[src/rtl/encoder_8x3_if.sv]
// Request/grant bundle between the request sources, the encoder and the decoder driver.
// Signal names follow the block's external pin names.
interface encoder_8x3_if;
  logic       EN;
  logic       d0, d1, d2, d3, d4, d5, d6, d7;
  logic       ACK;
  logic       A, B, C;
  logic       V;
  logic [7:0] PEND;
  logic       ERR;

  modport master (
    output EN, d0, d1, d2, d3, d4, d5, d6, d7, ACK,
    input  A, B, C, V, PEND, ERR
  );

  modport slave (
    input  EN, d0, d1, d2, d3, d4, d5, d6, d7, ACK,
    output A, B, C, V, PEND, ERR
  );
endinterface

[src/rtl/encoder_8x3.sv]
// Sequential 8-to-3 priority encoder with sticky pending set and V/ACK handshake.
// Optional lost-request detection on ERR is built when ENCODER_8X3_ERR_EN is defined.
module encoder_8x3 (
  input logic           clk,
  input logic           rst_n,
  encoder_8x3_if.slave  io_bus
);

  typedef enum logic [0:0] {StIdle, StHold} state_e;

  state_e     r_state, w_state_nxt;
  logic [7:0] r_pend, w_pend_nxt;
  logic [2:0] r_code, w_code_nxt;
  logic [7:0] w_req;
  logic [7:0] w_clr;
  logic [7:0] w_cand;
  logic [2:0] w_prio;

  assign w_req = io_bus.EN ? {io_bus.d7, io_bus.d6, io_bus.d5, io_bus.d4,
                              io_bus.d3, io_bus.d2, io_bus.d1, io_bus.d0} : 8'h00;

  // Requests captured on this edge are eligible for an IDLE grant on the same edge.
  assign w_cand = r_pend | w_req;

  // Highest set bit wins: later iterations overwrite lower indices.
  always_comb begin
    w_prio = 3'd0;
    for (int i = 0; i < 8; i++) begin
      if (w_cand[i]) w_prio = 3'(i);
    end
  end

  always_comb begin
    w_state_nxt = r_state;
    w_code_nxt  = r_code;
    w_clr       = 8'h00;
    unique case (r_state)
      StIdle: begin
        if (|w_cand) begin
          w_code_nxt  = w_prio;
          w_state_nxt = StHold;
        end
      end
      StHold: begin
        if (io_bus.ACK) begin
          w_clr       = 8'h01 << r_code;
          w_state_nxt = StIdle;
        end
      end
    endcase
  end

  // Set beats clear when a line re-requests on the edge its grant is acked.
  assign w_pend_nxt = (r_pend & ~w_clr) | w_req;

  always_ff @(posedge clk or negedge rst_n) begin
    if (!rst_n) begin
      r_state <= StIdle;
      r_pend  <= 8'h00;
      r_code  <= 3'd0;
    end else begin
      r_state <= w_state_nxt;
      r_pend  <= w_pend_nxt;
      r_code  <= w_code_nxt;
    end
  end

`ifdef ENCODER_8X3_ERR_EN
  logic r_err;
  logic w_dup;

  // A duplicate is lost only if the bit stays pending through this edge.
  assign w_dup = |(w_req & r_pend & ~w_clr);

  always_ff @(posedge clk or negedge rst_n) begin
    if (!rst_n) begin
      r_err <= 1'b0;
    end else begin
      r_err <= r_err | w_dup;
    end
  end

  assign io_bus.ERR = r_err;
`else
  assign io_bus.ERR = 1'b0;
`endif

  assign io_bus.A    = r_code[2];
  assign io_bus.B    = r_code[1];
  assign io_bus.C    = r_code[0];
  assign io_bus.V    = (r_state == StHold);
  assign io_bus.PEND = r_pend;

endmodule

[src/flat_wrapper.sv]
// flat-port wrapper written by rule: the top's interface ports become plain ports
module encoder_8x3_flat 
  (clk, rst_n, io_bus_EN, io_bus_d0, io_bus_d1, io_bus_d2, io_bus_d3, io_bus_d4, io_bus_d5, io_bus_d6, io_bus_d7, io_bus_ACK, io_bus_A, io_bus_B, io_bus_C, io_bus_V, io_bus_PEND, io_bus_ERR);
  encoder_8x3_if io_bus_i ();
  input logic clk;
  input logic rst_n;
  input wire logic [$bits(io_bus_i.EN)-1:0] io_bus_EN;
  input wire logic [$bits(io_bus_i.d0)-1:0] io_bus_d0;
  input wire logic [$bits(io_bus_i.d1)-1:0] io_bus_d1;
  input wire logic [$bits(io_bus_i.d2)-1:0] io_bus_d2;
  input wire logic [$bits(io_bus_i.d3)-1:0] io_bus_d3;
  input wire logic [$bits(io_bus_i.d4)-1:0] io_bus_d4;
  input wire logic [$bits(io_bus_i.d5)-1:0] io_bus_d5;
  input wire logic [$bits(io_bus_i.d6)-1:0] io_bus_d6;
  input wire logic [$bits(io_bus_i.d7)-1:0] io_bus_d7;
  input wire logic [$bits(io_bus_i.ACK)-1:0] io_bus_ACK;
  output wire logic [$bits(io_bus_i.A)-1:0] io_bus_A;
  output wire logic [$bits(io_bus_i.B)-1:0] io_bus_B;
  output wire logic [$bits(io_bus_i.C)-1:0] io_bus_C;
  output wire logic [$bits(io_bus_i.V)-1:0] io_bus_V;
  output wire logic [$bits(io_bus_i.PEND)-1:0] io_bus_PEND;
  output wire logic [$bits(io_bus_i.ERR)-1:0] io_bus_ERR;
  assign io_bus_i.EN = io_bus_EN;
  assign io_bus_i.d0 = io_bus_d0;
  assign io_bus_i.d1 = io_bus_d1;
  assign io_bus_i.d2 = io_bus_d2;
  assign io_bus_i.d3 = io_bus_d3;
  assign io_bus_i.d4 = io_bus_d4;
  assign io_bus_i.d5 = io_bus_d5;
  assign io_bus_i.d6 = io_bus_d6;
  assign io_bus_i.d7 = io_bus_d7;
  assign io_bus_i.ACK = io_bus_ACK;
  assign io_bus_A = io_bus_i.A;
  assign io_bus_B = io_bus_i.B;
  assign io_bus_C = io_bus_i.C;
  assign io_bus_V = io_bus_i.V;
  assign io_bus_PEND = io_bus_i.PEND;
  assign io_bus_ERR = io_bus_i.ERR;
  encoder_8x3 u_core (.clk(clk), .rst_n(rst_n), .io_bus(io_bus_i));
endmodule
[config.mk]
export PLATFORM = sky130hd
export DESIGN_NAME = encoder_8x3_flat
export DESIGN_NICKNAME = d
export VERILOG_FILES = /design/src/rtl/encoder_8x3_if.sv /design/src/rtl/encoder_8x3.sv /design/src/flat_wrapper.sv
export SDC_FILE = /design/constraint.sdc
export NUM_CORES = 1
export LEC_CHECK = 0
export BUFFER_PORTS_ARGS = -buffer_cell sky130_fd_sc_hd__buf_4
export CAP_MARGIN = 25
export CORE_UTILIZATION = 41
export DETAILED_ROUTE_END_ITERATION = 10
export GPL_TIMING_DRIVEN = 0
export PLACE_DENSITY = 0.77
export SLEW_MARGIN = 0
export SYNTH_ARGS = -nofsm -noshare
export SYNTH_HDL_FRONTEND = slang
export SYNTH_SLANG_ARGS = --single-unit
[constraint.sdc]
create_clock -name clk -period 1.32 [get_ports clk]
set_input_delay 0.066 -clock clk [delete_from_list [all_inputs] [get_ports clk]]
set_output_delay 0.066 -clock clk [all_outputs]
set_load 0.01 [all_outputs]
==> impl_metrics.env <==
export IMPL_p_seq_share_pct=41.9
export IMPL_yosys_warnings=0
export IMPL_combPwrFrac_pct=30.5
export IMPL_p_per_area_nw_per_um2=1014
export IMPL_path_clk_slew_ns=0.07
export IMPL_drc_errors=0
export IMPL_ys_types=23
export IMPL_whs_path_depth=3
export IMPL_nets=130
export IMPL_port_buffers=22
export IMPL_design_area_um2=1069
export IMPL_crit_chain="a21oi_1 > a221oi_2 > a221o_1 > mux2_4"
export IMPL_path_max_fanout=5
export IMPL_swShare_pct=30.30
export IMPL_failed_checks="setup timing"
export IMPL_p_int_mw=0.7550
export IMPL_yosys_top_cells_area="dfrtp_1 (46%), nand2_1 (11%), o21ai_0 (7.6%)"
export IMPL_antenna_found_initial=0
export IMPL_startpoint_type="flip-flop"
export IMPL_post_synth_top_area_fraction_pct=45.63
export IMPL_areaGrowthSynthToFinish_pct=62.36
export IMPL_hold_path_class="in -> reg"
export IMPL_fp_dieH_um=42.07
export IMPL_crit_required_ns=1.49
export IMPL_r2r_start="u_core.io_bus.PEND[5]"
export IMPL_dpl_cell_area_um2=843.3
export IMPL_routed_wl_um=2027
export IMPL_htreeDepth=1
export IMPL_cpLargestDelayFamily="compound AO/OA/AOI/OAI gates"
export IMPL_setup_viol_count_final=4
export IMPL_rsz0062_at_grt="yes"
export IMPL_cts_tree="built"
export IMPL_grt_max_degree=13
export IMPL_max_freq_mhz=688.0
export IMPL_ir_drop_uv=669.6
export IMPL_synth_area_um2=658.1
export IMPL_reg2regPathDepth=4
export IMPL_final_antenna_net_count=0
export IMPL_initial_core_util_pct=43.69
export IMPL_via_count=736
export IMPL_period_minus_slack_ns=1.453
export IMPL_finalWorstSetupSlack_ns=-0.1335
export IMPL_maxSlewViolCount=0
export IMPL_drv_cap=0
export IMPL_cts_buffer_depth=2
export IMPL_totalPowerFinal_mw=1.083
export IMPL_critical_path_class="reg -> reg"
export IMPL_fin_skew_ns=0.001154
export IMPL_leakagePower_nw=0.4511
export IMPL_grt_pass1_vias=631
export IMPL_place_inst=111
export IMPL_n_antenna_cell=0
export IMPL_hold_end="u_core.io_bus.PEND[5]"
export IMPL_avgSynthCellArea_um2=9.015
export IMPL_post_route_period_util_pct=110.1
export IMPL_numClockSinks=12
export IMPL_p_sw_mw=0.3283
export IMPL_avgRoutedWirePerCell_um=15.24
export IMPL_reg2reg_slack_ns=-0.13
export IMPL_grt_overflow=0
export IMPL_hp_start="io_bus_d5"
export IMPL_drive_above_1_share_pct=46.15
export IMPL_hpwlAfterDp_um=1138
export IMPL_final_cells=133
export IMPL_cp_arrival_ns=1.63
export IMPL_synthCells=73
export IMPL_crit_path_top_delay_cell="dfrtp_1"
export IMPL_ys_ff_latch=12
export IMPL_firstDrtPassIters=4
export IMPL_finalHoldViolCount=0
export IMPL_r2r_end="u_core.r_code[0]"
export IMPL_critPathMaxStageDelay_ns=0.45
export IMPL_numCtsBuffers=3
export IMPL_synth_seq_area_share_pct=45.63
export IMPL_grt_total_usage_pct=21.56
export IMPL_pwr_share_clk_pct=27.7
export IMPL_die_area_um2=1769
export IMPL_outcome="finished, violations left"
export IMPL_clockRootBuffer="clkbuf_4"
export IMPL_critical_path_buf_inv_count=0
export IMPL_grt_pass1_wl_um=2808
export IMPL_fp_coreArea_um2=1506
export IMPL_synthesis_nets=85
export IMPL_io_pins=25
export IMPL_place_congestion=0.7804
export IMPL_synth_top_area_cell="dfrtp_1"
export IMPL_drt_initial_drc_count=30
export IMPL_viasPerCell=5.534
export IMPL_endpoint_kind="flip-flop"
export IMPL_die_w_um=42.07
export IMPL_rows=14
export IMPL_clock_latency_ns=0.28
Yosys cell counts:
cell and instances:
nand2_1 20, dfrtp_1 12, o21ai_0 10, nor2_1 5, mux2_2 3, a21o_2 2, a21oi_1 2, nand2b_1 2
nand4_1 2, o31ai_1 2, a221o_1 1, a221oi_1 1, a31o_2 1, buf_4 1, buf_6 1, buf_8 1
conb_1 1, nand3_1 1, o211ai_1 1, o21ai_2 1, o21bai_2 1, o31a_1 1, or2_2 1
layout by cell type (no fill, tap or decap), drive strengths merged:
cell / count
buf: 36
nand2: 20
dfrtp: 12
o21ai: 11
dlygate4sd3: 7
nor2: 5
clkbuf: 4
mux2: 3
nand2b: 2
o31ai: 2
nand4: 2
a21o: 2
a21oi: 2
nand3: 1
or2: 1
o31a: 1
a221oi: 1
o211ai: 1
a221o: 1
o21bai: 1
a31o: 1
conb: 1
worst max path at each step:
stage	start	end	slack [ns]	depth (start not counted)
5_1_grt	u_core.io_bus.PEND[5]	u_core.r_code[0]	-0.23	4
3_5_place_dp	u_core.io_bus.PEND[6]	u_core.r_code[2]	-0.15	4
3_3_place_gp	u_core.io_bus.PEND[6]	u_core.r_code[2]	-0.11	4
4_1_cts	u_core.io_bus.PEND[5]	u_core.r_code[2]	-0.08	4
6_report	u_core.io_bus.PEND[5]	u_core.r_code[0]	-0.13	4
2_1_floorplan	u_core.io_bus.PEND[6]	u_core.r_code[0]	-0.02	4
worst register-to-register path, cell delays in order (launching register included):
cell and delay, ns:
dfrtp_1 0.45, a21oi_1 0.19, a221oi_2 0.08, a221o_1 0.35, mux2_4 0.28
flip-flops by register name, indices dropped and copies added, names as in the netlist:
register            flops
u_core.io_bus.PEND      8
u_core.io_bus.V         1
u_core.r_code           3
stage by stage:
| stage | hold slack [ns] | setup WS [ns] | utilization [%] | setup TNS [ns] |
|---|---|---|---|---|
| finish | 0.01275 | -0.1335 | 70.93 | -0.3690 |
| global placement | -0.08442 | -0.1073 | 55.98 | -0.3197 |
| CTS | 0.003238 | -0.08438 | 66.20 | -0.2766 |
| detailed placement | -0.08331 | -0.1489 | 55.98 | -0.4368 |
| global route | 0.006000 | -0.2336 | 70.93 | -0.6347 |
| floorplan | -0.2296 | -0.02393 | - | -0.07178 |
logic make-up after synthesis:
logic type / share of synthesized area, %
and+or+nand+nor: 19.77
buffers and inverters: 5.133
muxes: 5.133
AOI/OAI and AO/OA: 23.77
DFF: 45.63
other: 0.5698
power groups by stage:
| stage | clock network, mW | registers, mW | logic (mW) |
|---|---|---|---|
| after floorplan | 0 | 0.467 | 0.103 |
| after global placement | 0 | 0.457 | 0.232 |
| after detailed placement | 0 | 0.459 | 0.234 |
| after global routing | 0.322 | 0.456 | 0.353 |
| final | 0.300 | 0.454 | 0.330 |
| after CTS | 0.309 | 0.449 | 0.271 |
what timing repair did:
action,in CTS,in global routing
resized for setup,1,8
hold buffers,7,0
setup endpoints to repair,3,4
hold endpoints to repair,18,0
buffers inserted,6,6
pin swaps,3,7
per-layer routing:
metal	GRT usage [%]	part of all wire, %	up-vias
met5	0	0	-
met4	7.500	1.5	0
met3	8.190	9.3	6
met2	34.38	48	50
met1	26.80	41	338
li1	-	-	342
final cells by class:
| cell class | count | area (µm²) |
|---|---|---|
| multi-input cells | 58 | 360.3 |
| clock buffers | 4 | 36.28 |
| fillers | 115 | 437.9 |
| repair buffers | 40 | 317.8 |
| well taps | 16 | 20.02 |
| flip-flops and latches | 12 | 300.3 |
| plain buffers | 3 | 33.78 |
Power figures use the tool's default switching activity.
